File: src/rtl/csr_row_sequencer.sv
// csr_row_sequencer: walks the CSR row-pointer RAM and issues one command per
// nonzero (element index, row, last flag) to the column/S/vector/MAC pipeline
// over a valid/ready handshake. Rows with no nonzeros produce a single command
// flagged empty, so d[row] still gets a zero written back.
module csr_row_sequencer #(
   parameter int NROWS = 16,
   parameter int ROW_W = 4,
   parameter int NNZ_W = 7,
   parameter int CNT_W = 12
) (
   input  logic             clk,
   input  logic             reset,
   input  logic             start,
   output logic [ROW_W:0]   rp_addr,
   input  logic [NNZ_W-1:0] rp_data,
   output logic             nz_valid,
   input  logic             nz_ready,
   output logic [NNZ_W-1:0] nz_idx,
   output logic [ROW_W-1:0] nz_row,
   output logic             nz_last,
   output logic             nz_empty,
   output logic             busy,
   output logic             done,
   output logic             err,
   output logic [CNT_W-1:0] cycle_count
);

   localparam logic [ROW_W:0]   ONE_ADDR = (ROW_W+1)'(1);
   localparam logic [ROW_W-1:0] ONE_ROW  = ROW_W'(1);
   localparam logic [NNZ_W-1:0] ONE_IDX  = NNZ_W'(1);
   localparam logic [CNT_W-1:0] ONE_CNT  = CNT_W'(1);
   localparam logic [ROW_W-1:0] LAST_ROW = ROW_W'(NROWS - 1);

   typedef enum logic [2:0] {
      S_IDLE,
      S_BASE,
      S_PTR,
      S_CHK,
      S_ISSUE,
      S_EMPTY,
      S_DONE
   } state_t;

   state_t           state;
   state_t           state_nxt;

   logic [ROW_W-1:0] row;
   logic [NNZ_W-1:0] base;
   logic [NNZ_W-1:0] cur;
   logic [NNZ_W-1:0] row_end;
   logic             first;
   logic             row_bad;
   logic             err_q;
   logic [CNT_W-1:0] cnt_q;

   logic             accept;
   logic             on_last_row;

   assign on_last_row = (row == LAST_ROW);
   assign accept      = nz_valid && nz_ready;
   assign nz_row      = row;
   assign err         = err_q;
   assign cycle_count = cnt_q;

   // State register.
   always_ff @(posedge clk) begin
      if (reset) begin
         state <= S_IDLE;
      end else begin
         state <= state_nxt;
      end
   end

   // Next-state decode and command/status outputs, all derived from registers
   // so the command stays stable while the datapath stalls.
   always_comb begin
      state_nxt = state;
      rp_addr   = '0;
      nz_valid  = 1'b0;
      nz_idx    = cur;
      nz_last   = 1'b0;
      nz_empty  = 1'b0;
      busy      = 1'b1;
      done      = 1'b0;

      case (state)
         S_IDLE: begin
            busy = 1'b0;
            if (start) begin
               state_nxt = S_BASE;
            end
         end

         S_BASE: begin
            state_nxt = S_PTR;
         end

         S_PTR: begin
            rp_addr   = {1'b0, row} + ONE_ADDR;
            state_nxt = S_CHK;
         end

         S_CHK: begin
            if (rp_data > base) begin
               state_nxt = S_ISSUE;
            end else begin
               state_nxt = S_EMPTY;
            end
         end

         S_ISSUE: begin
            nz_valid = 1'b1;
            nz_idx   = cur;
            nz_last  = (cur == (row_end - ONE_IDX));
            if (nz_ready && nz_last) begin
               state_nxt = on_last_row ? S_DONE : S_PTR;
            end
         end

         S_EMPTY: begin
            nz_valid = 1'b1;
            nz_idx   = base;
            nz_last  = 1'b1;
            nz_empty = 1'b1;
            if (nz_ready) begin
               state_nxt = on_last_row ? S_DONE : S_PTR;
            end
         end

         S_DONE: begin
            busy = 1'b0;
            done = 1'b1;
            if (start) begin
               state_nxt = S_BASE;
            end
         end

         default: begin
            state_nxt = S_IDLE;
         end
      endcase
   end

   // Row walk registers: row index, window [base, end) and the running element.
   // A row whose end pointer is below its start keeps the old base, so the
   // following row is measured from the last consistent pointer.
   always_ff @(posedge clk) begin
      if (reset) begin
         row     <= '0;
         base    <= '0;
         cur     <= '0;
         row_end <= '0;
         first   <= 1'b0;
         row_bad <= 1'b0;
         err_q   <= 1'b0;
      end else begin
         case (state)
            S_IDLE, S_DONE: begin
               if (start) begin
                  err_q <= 1'b0;
                  row   <= '0;
               end
            end

            S_BASE: begin
               first <= 1'b1;
            end

            S_PTR: begin
               if (first) begin
                  base <= rp_data;
                  cur  <= rp_data;
               end
            end

            S_CHK: begin
               row_end <= rp_data;
               row_bad <= (rp_data < base);
               if (rp_data < base) begin
                  err_q <= 1'b1;
               end
            end

            S_ISSUE: begin
               if (accept) begin
                  if (!nz_last) begin
                     cur <= cur + ONE_IDX;
                  end else if (!on_last_row) begin
                     row   <= row + ONE_ROW;
                     base  <= row_end;
                     cur   <= row_end;
                     first <= 1'b0;
                  end
               end
            end

            S_EMPTY: begin
               if (accept && !on_last_row) begin
                  row   <= row + ONE_ROW;
                  first <= 1'b0;
                  if (row_bad) begin
                     base <= cur;
                  end else begin
                     base <= row_end;
                     cur  <= row_end;
                  end
               end
            end

            default: begin
            end
         endcase
      end
   end

   // Busy-cycle counter: cleared by a run request, saturating, frozen in DONE.
   always_ff @(posedge clk) begin
      if (reset) begin
         cnt_q <= '0;
      end else if (!busy && start) begin
         cnt_q <= '0;
      end else if (busy && (cnt_q != '1)) begin
         cnt_q <= cnt_q + ONE_CNT;
      end
   end

endmodule

File: config.mk
export PLATFORM = sky130hd
export DESIGN_NAME = csr_row_sequencer
export DESIGN_NICKNAME = d
export VERILOG_FILES = /design/src/rtl/csr_row_sequencer.sv
export SDC_FILE = /design/constraint.sdc
export NUM_CORES = 1
export LEC_CHECK = 0
export ABC_AREA = 0
export BUFFER_PORTS_ARGS = -buffer_cell sky130_fd_sc_hd__buf_2
export CAP_MARGIN = 10
export CORE_ASPECT_RATIO = 2
export CORE_UTILIZATION = 25
export DETAILED_ROUTE_END_ITERATION = 8
export PLACE_DENSITY = 0.43
export SLEW_MARGIN = 0
export SYNTH_ARGS = -nofsm -noshare
export SYNTH_HDL_FRONTEND = slang
export SYNTH_SLANG_ARGS = --single-unit
File: constraint.sdc
create_clock -name clk -period 2.8 [get_ports clk]
set_input_delay 0.28 -clock clk [delete_from_list [all_inputs] [get_ports clk]]
set_output_delay 0.28 -clock clk [all_outputs]
set_load 0.05 [all_outputs]
==> impl_metrics.tcl, run 1 <==
set metrics [dict create \
    status "complete, no violations" \
    core_area_um2 11300 \
    postSynth.asyncResetShare_pct 0 \
    port_buffers 44 \
    path_clk_slew_ns 0.06 \
    layout_common_cells "buf_2 (44), dfxtp_1 (43), nand2_1 (41)" \
    cp.required_ns 2.52 \
    synth_cell_types 57 \
    ys_ff_latch 43 \
    core.rowCount 55 \
    yosysSeqAreaShare_pct 29.7 \
    num-nets-final 440 \
    hold_viol 0 \
    placed_cell_area_um2 3330 \
    grt_pass1_wl_mm 16.3 \
    grt_max_degree 36 \
    dpl_worst_slack_ns 0.325 \
    layout-drive-gt1-share_pct 21.2 \
    synth_edf_count 0 \
    antenna_cells 0 \
    rrSetupSlack_ns 0.38 \
    holdWs_ns 0.309 \
    drc 0 \
    seq_area_um2 861 \
    io_pins 45 \
    antenna_found_initial 0 \
    dp_hpwl_mm 8.36 \
    fill_cells 1285 \
    root_buffer "clkbuf_16" \
    grt_overflow_total 0 \
    hold_end "row_end[1]" \
    worstSetupStartpointType "flip-flop" \
    synth_area_um2 2900 \
    final.setup_skew_ns 0.00667 \
    rr_startpoint "row_end[1]" \
    gp_congestion 0.898 \
    ant_nets 0 \
    pwr-share-seq_pct 35.5 \
    yosysWarnings 0 \
    cts_resized 0 \
    combinationalPowerShare_pct 37.3 \
    start_util_pct 25.7 \
    period_share_pct 92.5 \
    cts_buffer_depth 2 \
    cp_max_fo 5 \
    ir_drop_uv 314 \
    hold_start "rp_data[1]" \
    path_class "reg2out" \
    p_sw_share_pct 40.2 \
    grt_usage_pct 18.2 \
    insertion_delay_ns 0.29 \
    final_common_cell "buf_2" \
    setup_tns_ns 0 \
    vias 2884 \
    dr.pass1.iters 4 \
    leakagePower_nw 1.40 \
    setup_viol 0 \
    die_area_um2 12100 \
    cts_hold_buf 0 \
    fin_ws_ns 0.211 \
    synthCells 369 \
    p_per_area_nw_per_um2 606 \
    worstHoldPathCells 3 \
    postSynthNetCount 391 \
    clkPwrFrac_pct 27.2 \
    hold_class "in2reg" \
    cts_tree "done" \
    placed_cells 551 \
    reg2reg_to "first" \
    syn2layout_area_growth_pct 20.2 \
    p_sw_mw 0.850 \
    fp.dieH_um 154 \
    critPathArrivalTime_ns 2.31 \
    maxCapViolCount 0 \
    end_kind "output port" \
    rsz0062_at_grt "false" \
    cts_buffers 5 \
    synthFlopType "dfxtp_1" \
    reg2reg_depth 9 \
    grt_pass1_vias 2923 \
    drv_slew 0 \
    drt-vias-per-instance 5.14 \
    stdcell_count 561 \
    clock.fmax_mhz 386 \
    wl_per_cell_um 18.7 \
    cts_num_sinks 43 \
    postCtsSetupRepairBufs 0 \
    fin_area_um2 3490 \
    worstMarginPinSlew_ns 0.685 \
    multi_input_area_um2 1860 \
    drt_iter0_markers 191 \
    syn_area_per_cell_um2 7.86 \
    period_minus_slack_ns 2.59 \
    die_w_um 78.2 \
    wl_mm 10.5 \
    intPower_mw 1.26 \
    cts_max_level 2 \
    relSlewSlack_pct 54.0 \
]
-- cell usage after synthesis (5+ instances only) --
library cell | instances | area (um^2)
a211oi_1 | 14 | 105
a21oi_1 | 40 | 200
a311oi_1 | 7 | 61.3
and3_1 | 8 | 50.1
buf_2 | 8 | 40.0
clkbuf_1 | 13 | 48.8
dfxtp_1 | 43 | 861
ha_1 | 11 | 138
inv_1 | 17 | 63.8
mux2i_1 | 5 | 50.1
nand2_1 | 41 | 154
nand2b_1 | 5 | 31.3
nand3_1 | 21 | 105
nor2_1 | 30 | 113
o21ai_0 | 15 | 75.1
xnor2_1 | 10 | 87.6
xor2_1 | 15 | 131
-- worst max-delay path by stage --
stage | start | to | slack (ns) | cells past startpoint
after floorplan | state[1] | nz_idx[1] | 0.11 | 6
after global placement | row_end[1] | nz_last | 0.40 | 8
after detailed placement | row_end[1] | base[1] | 0.32 | 8
after CTS | row_end[1] | nz_last | 0.04 | 8
after global routing | row_end[1] | nz_last | 0.08 | 8
final | row_end[1] | nz_last | 0.21 | 8
-- sequential cells by signal, indices dropped and copies added, names as in the netlist --
register,flops
cur,7
base,7
cycle_count,12
first,1
nz_row,4
err,1
row_bad,1
state,3
row_end,7
-- metrics by stage --
step | utilization (%) | power, mW
finish | 30.9 | 2.11
CTS | 30.8 | 2.13
global placement | 29.5 | 1.54
global route | 30.9 | 2.23
detailed placement | 29.5 | 1.54
floorplan | - | 1.29
-- critical path, stage by stage, from the launching register on --
cell and delay (ns):
dfxtp_1 0.40, inv_1 0.07, ha_1 0.23, nand2b_1 0.19, o211a_1 0.19, o31ai_4 0.27
nand3_1 0.21, a21oi_1 0.19, buf_2 0.28
-- power groups by stage --
stage	clock (mW)	combinational, mW	sequential, mW
3_5_place_dp	0	0.780	0.761
6_report	0.576	0.788	0.750
5_1_grt	0.612	0.860	0.758
2_1_floorplan	0	0.551	0.744
4_1_cts	0.594	0.784	0.749
3_3_place_gp	0	0.778	0.762
-- routing by layer --
metal / track usage (%) / routed length, um
met5: 0 / 0
met4: 15.9 / 953
met3: 2.24 / 379
met2: 34.0 / 5610
met1: 16.8 / 3550
-- cell type report --
class / count / area share (%)
multi-input combinational: 285 / 53.5
sequential: 43 / 24.7
timing repair buffer: 65 / 10.8
tap: 142 / 5.10
clock buffer: 7 / 3.80
inverter: 18 / 1.94
clock inverter: 1 / 0.144
-- cell families (layout without fill, tap and decap cells) --
group / after synthesis / after routing / share of synthesized area, %
fa+ha+maj: 11 / 11 / 4.75
simple gates: 132 / 132 / 22.3
flops: 43 / 43 / 29.7
xor+xnor: 27 / 27 / 8.67
buf+inv: 41 / 91 / 6.04
compound gates: 107 / 107 / 25.5
mux: 8 / 8 / 3.02
(Power assumes the default switching activity.)
==> run 2: changes to the inputs <==
==> constraint.sdc (replaced) <==
create_clock -name clk -period 2.8 [get_ports clk]
set_input_delay 0.28 -clock clk [delete_from_list [all_inputs] [get_ports clk]]
set_output_delay 0.28 -clock clk [all_outputs]
set_load 0.01 [all_outputs]
==> impl_metrics.tcl, run 2 (same netlist as run 1, synthesis figures left out) <==
set metrics [dict create \
    start_util_pct 25.7 \
    cts_buffers 5 \
    grt_pass1_wl_mm 16.5 \
    wl_met3_um 410 \
    clkPwrFrac_pct 33.0 \
    grt_usage_pct 18.6 \
    multi_input_area_um2 1860 \
    core.rowCount 55 \
    vias 2902 \
    critPathArrivalTime_ns 2.37 \
    path_class "reg2out" \
    fill_cells 1258 \
    antenna_cells 0 \
    postCtsSetupRepairBufs 0 \
    cp.required_ns 2.52 \
    setup_viol 0 \
    insertion_delay_ns 0.29 \
    hold_class "in2reg" \
    cpMaxStageDelayCell "dfxtp_1" \
    ir_drop_uv 297 \
    root_buffer "clkbuf_16" \
    path_clk_slew_ns 0.07 \
    cp_max_fo 7 \
    worstHoldPathCells 3 \
    end_kind "output port" \
    die_area_um2 12100 \
    clock.fmax_mhz 377 \
    met2_length_mm 5.88 \
    largest_register_ffs 12 \
    crit_path_cell_trace "inv_1, ha_1, nand2b_1, o211a_1, o31ai_4, nand3_1, a21oi_1, buf_2" \
    wl_mm 10.7 \
    path_buf_inv 2 \
    core_area_um2 11300 \
    final.setup_skew_ns 0.00705 \
    cts_buffer_depth 2 \
    cts_hold_buf 0 \
    worstSetupStartpointType "flip-flop" \
    num-nets-final 438 \
    seq_area_um2 861 \
    crit_cells 8 \
    gp_congestion 0.950 \
    grt_pass1_vias 2964 \
    io_pins 45 \
    fp.dieH_um 154 \
    antenna_found_initial 0 \
    finalPower_mw 2.13 \
    top_layer "met4" \
    p_sw_mw 0.776 \
    dp_hpwl_mm 8.51 \
    crit_family "compound AO/OA/AOI/OAI gates" \
    placed_cell_area_um2 3330 \
    dr.pass1.iters 4 \
    crit_path_max_incr_delay_ns 0.40 \
    combinationalPowerShare_pct 31.6 \
    drt-vias-per-instance 5.19 \
    grt_overflow_total 0 \
    intPower_mw 1.36 \
    setup_tns_ns 0 \
    rsz0062_at_grt "false" \
    maxCapViolCount 0 \
    cts_num_sinks 43 \
    drv_slew 0 \
    hold_viol 0 \
    cts_tree "done" \
    die_w_um 78.2 \
    grt_max_degree 36 \
    final_common_cell "buf_2" \
    relSlewSlack_pct 51.0 \
    fin_area_um2 3510 \
    drc 0 \
    p_per_area_nw_per_um2 608 \
    period_share_pct 94.7 \
    ant_nets 0 \
    worstMarginPinSlew_ns 0.734 \
    leakagePower_nw 1.41 \
    syn2layout_area_growth_pct 20.9 \
    port_buffers 44 \
    status "complete, no violations" \
    p_sw_share_pct 36.3 \
    reg2reg_depth 8 \
    pwr-share-seq_pct 35.4 \
    layout_common_cells "buf_2 (44), dfxtp_1 (43), nand2_1 (41)" \
    drt_iter0_markers 183 \
    cts_resized 0 \
    cts_max_level 2 \
    layout-drive-gt1-share_pct 21.3 \
    wl_met1_mm 3.65 \
    wl_per_cell_um 19.2 \
    period_minus_slack_ns 2.65 \
]
## run 2: changes by cell type in the layout (fill, tap and decap cells not counted)
cell,previous run,this run
buf_4,21,19
clkbuf_1,2,0
bufinv_16,0,1
clkbuf_8,0,1
## run 2: power by group through the flow
stage	sequential, mW	clock (mW)	combinational, mW
6_report	0.755	0.705	0.675
3_3_place_gp	0.768	0	0.672
2_1_floorplan	0.718	0	0.475
4_1_cts	0.755	0.724	0.677
3_5_place_dp	0.769	0	0.673
5_1_grt	0.765	0.746	0.742
## run 2: layout make-up
cell class	count	share of cell area (%)
multi-input cells	285	53.2
flip-flops and latches	43	24.5
repair buffers	63	10.3
well taps	142	5.07
clock buffers	6	3.96
inverters	18	1.93
clock inverters	2	0.999
## run 2: layer usage
layer	track usage, %	vias up
li1	-	1425
met1	17.3	1351
met2	35.6	96
met3	2.42	30
met4	13.9	0
met5	0	-
## run 2: path summary, 6_finish.rpt
check / from / end / slack, ns
setup / recovery: row_end[1] / nz_last / 0.15
hold / removal: rp_data[2] / row_end[2] / 0.28
setup reg to reg: row_end[1] / nz_row[0] / 0.31
hold reg to reg: err / err / 0.46
## run 2: worst min-delay path: cells and delay by family
kind	cells	cell delay [ns]
AND/OR/NAND/NOR	1	0.06
buffers and inverters	1	0.13
AO/OA/AOI/OAI	1	0.05
## run 2: through the flow
step / std cells / utilization, % / hold slack [ns] / setup WS [ns]
CTS: 559 / 31.1 / 0.273 / 0.105
detailed placement: 551 / 29.5 / 0.456 / 0.311
global route: 559 / 31.1 / 0.284 / 0.00151
finish: 559 / 31.1 / 0.278 / 0.149
global placement: 551 / 29.5 / 0.447 / 0.344
floorplan: 369 / - / 0.427 / 0.504
==> run 3: changes to the inputs <==
--- a/config.mk
+++ b/config.mk
@@ -8,10 +8,13 @@
 export ABC_AREA = 0
 export BUFFER_PORTS_ARGS = -buffer_cell sky130_fd_sc_hd__buf_2
 export CAP_MARGIN = 10
+export CELL_PAD_IN_SITES_DETAIL_PLACEMENT = 0
+export CELL_PAD_IN_SITES_GLOBAL_PLACEMENT = 1
 export CORE_ASPECT_RATIO = 2
 export CORE_UTILIZATION = 25
 export DETAILED_ROUTE_END_ITERATION = 8
-export PLACE_DENSITY = 0.43
+export PLACE_DENSITY = 0.53
+export SETUP_SLACK_MARGIN = 0.02
 export SLEW_MARGIN = 0
 export SYNTH_ARGS = -nofsm -noshare
 export SYNTH_HDL_FRONTEND = slang
==> constraint.sdc (replaced) <==
create_clock -name clk -period 2.85 [get_ports clk]
set_input_delay 0.285 -clock clk [delete_from_list [all_inputs] [get_ports clk]]
set_output_delay 0.285 -clock clk [all_outputs]
set_load 0.01 [all_outputs]
==> impl_metrics.tcl, run 3 (same netlist as run 1, synthesis figures left out) <==
set metrics [dict create \
    status "complete, no violations" \
    pwr-share-seq_pct 35.9 \
    end_kind "output port" \
    rr_startpoint "row_end[0]" \
    fp.dieH_um 154 \
    grt_pass1_vias 3108 \
    utilization_pct 30.8 \
    cp_max_fo 7 \
    rsz0062_at_grt "false" \
    antenna_cells 0 \
    die_w_um 78.2 \
    syn2layout_area_growth_pct 19.9 \
    cp.required_ns 2.57 \
    die_area_um2 12100 \
    drv_slew 0 \
    final_common_cell "buf_2" \
    largest_register_ffs 12 \
    drt_iter0_markers 216 \
    insertion_delay_ns 0.29 \
    rrSetupSlack_ns 0.21 \
    combinationalPowerShare_pct 36.1 \
    cts_max_level 2 \
    grt_max_degree 36 \
    postCtsSetupRepairBufs 0 \
    dp_hpwl_mm 8.80 \
    cts_hold_buf 0 \
    drt-vias-per-instance 5.33 \
    grt_overflow_total 0 \
    hold_end "row_end[2]" \
    grt_pass1_wl_mm 17.2 \
    finalPower_mw 1.99 \
    wl_per_cell_um 19.9 \
    hold_class "in2reg" \
    cts_num_sinks 43 \
    worstHoldPathCells 3 \
    maxCapViolCount 0 \
    hold_start "rp_data[2]" \
    p_sw_mw 0.758 \
    fill_cells 1306 \
    num-nets-final 440 \
    layout-drive-gt1-share_pct 21.1 \
    placed_cells 550 \
    ant_nets 0 \
    layout_common_cells "buf_2 (44), dfxtp_1 (43), nand2_1 (41)" \
    start_util_pct 25.7 \
    worstSetupStartpointType "flip-flop" \
    ir_drop_uv 284 \
    worstMarginPinSlew_ns 0.830 \
    period_minus_slack_ns 2.65 \
    leakagePower_nw 1.40 \
    vias 2979 \
    path_clk_slew_ns 0.06 \
    io_pins 45 \
    setup_tns_ns 0 \
    cts_buffer_depth 2 \
    cts_buffers 5 \
    p_sw_share_pct 38.0 \
    critPathArrivalTime_ns 2.37 \
    seq_area_um2 861 \
    hold_viol 0 \
    drc 0 \
    stdcell_count 559 \
    wl_mm 11.1 \
    core_area_um2 11300 \
    port_buffers 44 \
    multi_input_area_um2 1860 \
    gp_congestion 0.825 \
    intPower_mw 1.24 \
    relSlewSlack_pct 44.6 \
    dr.pass1.iters 4 \
    clkPwrFrac_pct 28.0 \
    cts_tree "done" \
    antenna_found_initial 0 \
    final.setup_skew_ns 0.00384 \
    setup_viol 0 \
    reg2reg_to "nz_row[0]" \
    core.rowCount 55 \
    period_share_pct 93.0 \
    path_class "reg2out" \
    clock.fmax_mhz 377 \
    root_buffer "clkbuf_16" \
    grt_usage_pct 19.3 \
    cts_resized 0 \
    reg2reg_depth 7 \
    p_per_area_nw_per_um2 574 \
]
run 3: cell types whose count changed in the layout (fill, tap and decap cells not counted):
cell       delta
clkbuf_1      +1
buf_4         +2
clkinv_2      -1
clkbuf_8      -1
bufinv_16     -1
run 3: worst max path at each step:
| stage | slack [ns] | start | to |
|---|---|---|---|
| 2_1_floorplan | 0.55 | row_end[0] | nz_row[0] |
| 4_1_cts | 0.05 | row_end[0] | nz_last |
| 3_3_place_gp | 0.28 | row_end[0] | nz_row[0] |
| 3_5_place_dp | 0.23 | row_end[0] | base[1] |
| 5_1_grt | 0.06 | row_end[0] | first |
| 6_report | 0.20 | row_end[0] | nz_last |
run 3: metal layers:
| layer | global-route usage, % | wire length, um | vias up |
|---|---|---|---|
| met2 | 39.6 | 6340 | 94 |
| met4 | 14.6 | 897 | 0 |
| met5 | 0 | 0 | - |
| li1 | - | - | 1419 |
| met1 | 15.8 | 3550 | 1419 |
| met3 | 2.18 | 339 | 47 |
run 3: cell type report:
| cell class | instances | share of cell area [%] |
|---|---|---|
| multi-input cells | 285 | 53.6 |
| flip-flops and latches | 43 | 24.8 |
| repair buffers | 65 | 10.9 |
| well taps | 142 | 5.11 |
| clock buffers | 6 | 3.71 |
| inverters | 18 | 1.94 |
run 3: through the flow:
step	worst slack, ns	area (um^2)	hold WS, ns
after floorplan	0.554	2900	0.432
after global placement	0.282	3330	0.451
after detailed placement	0.231	3330	0.450
after CTS	0.0462	3450	0.286
after global routing	0.0587	3480	0.293
final	0.200	3480	0.290
run 3: power by group through the flow:
stage	clock network (mW)	logic, mW	registers (mW)
global route	0.589	0.792	0.723
detailed placement	0	0.709	0.729
floorplan	0	0.467	0.706
finish	0.558	0.721	0.715
global placement	0	0.707	0.727
CTS	0.577	0.712	0.716
run 3: worst max-delay path: stages, from the launching register on:
cell	delay [ns]
dfxtp_1	0.47
inv_1	0.08
ha_1	0.26
nand2b_1	0.17
o211a_1	0.18
o31ai_4	0.29
nand3_1	0.21
a21oi_1	0.24
buf_2	0.17
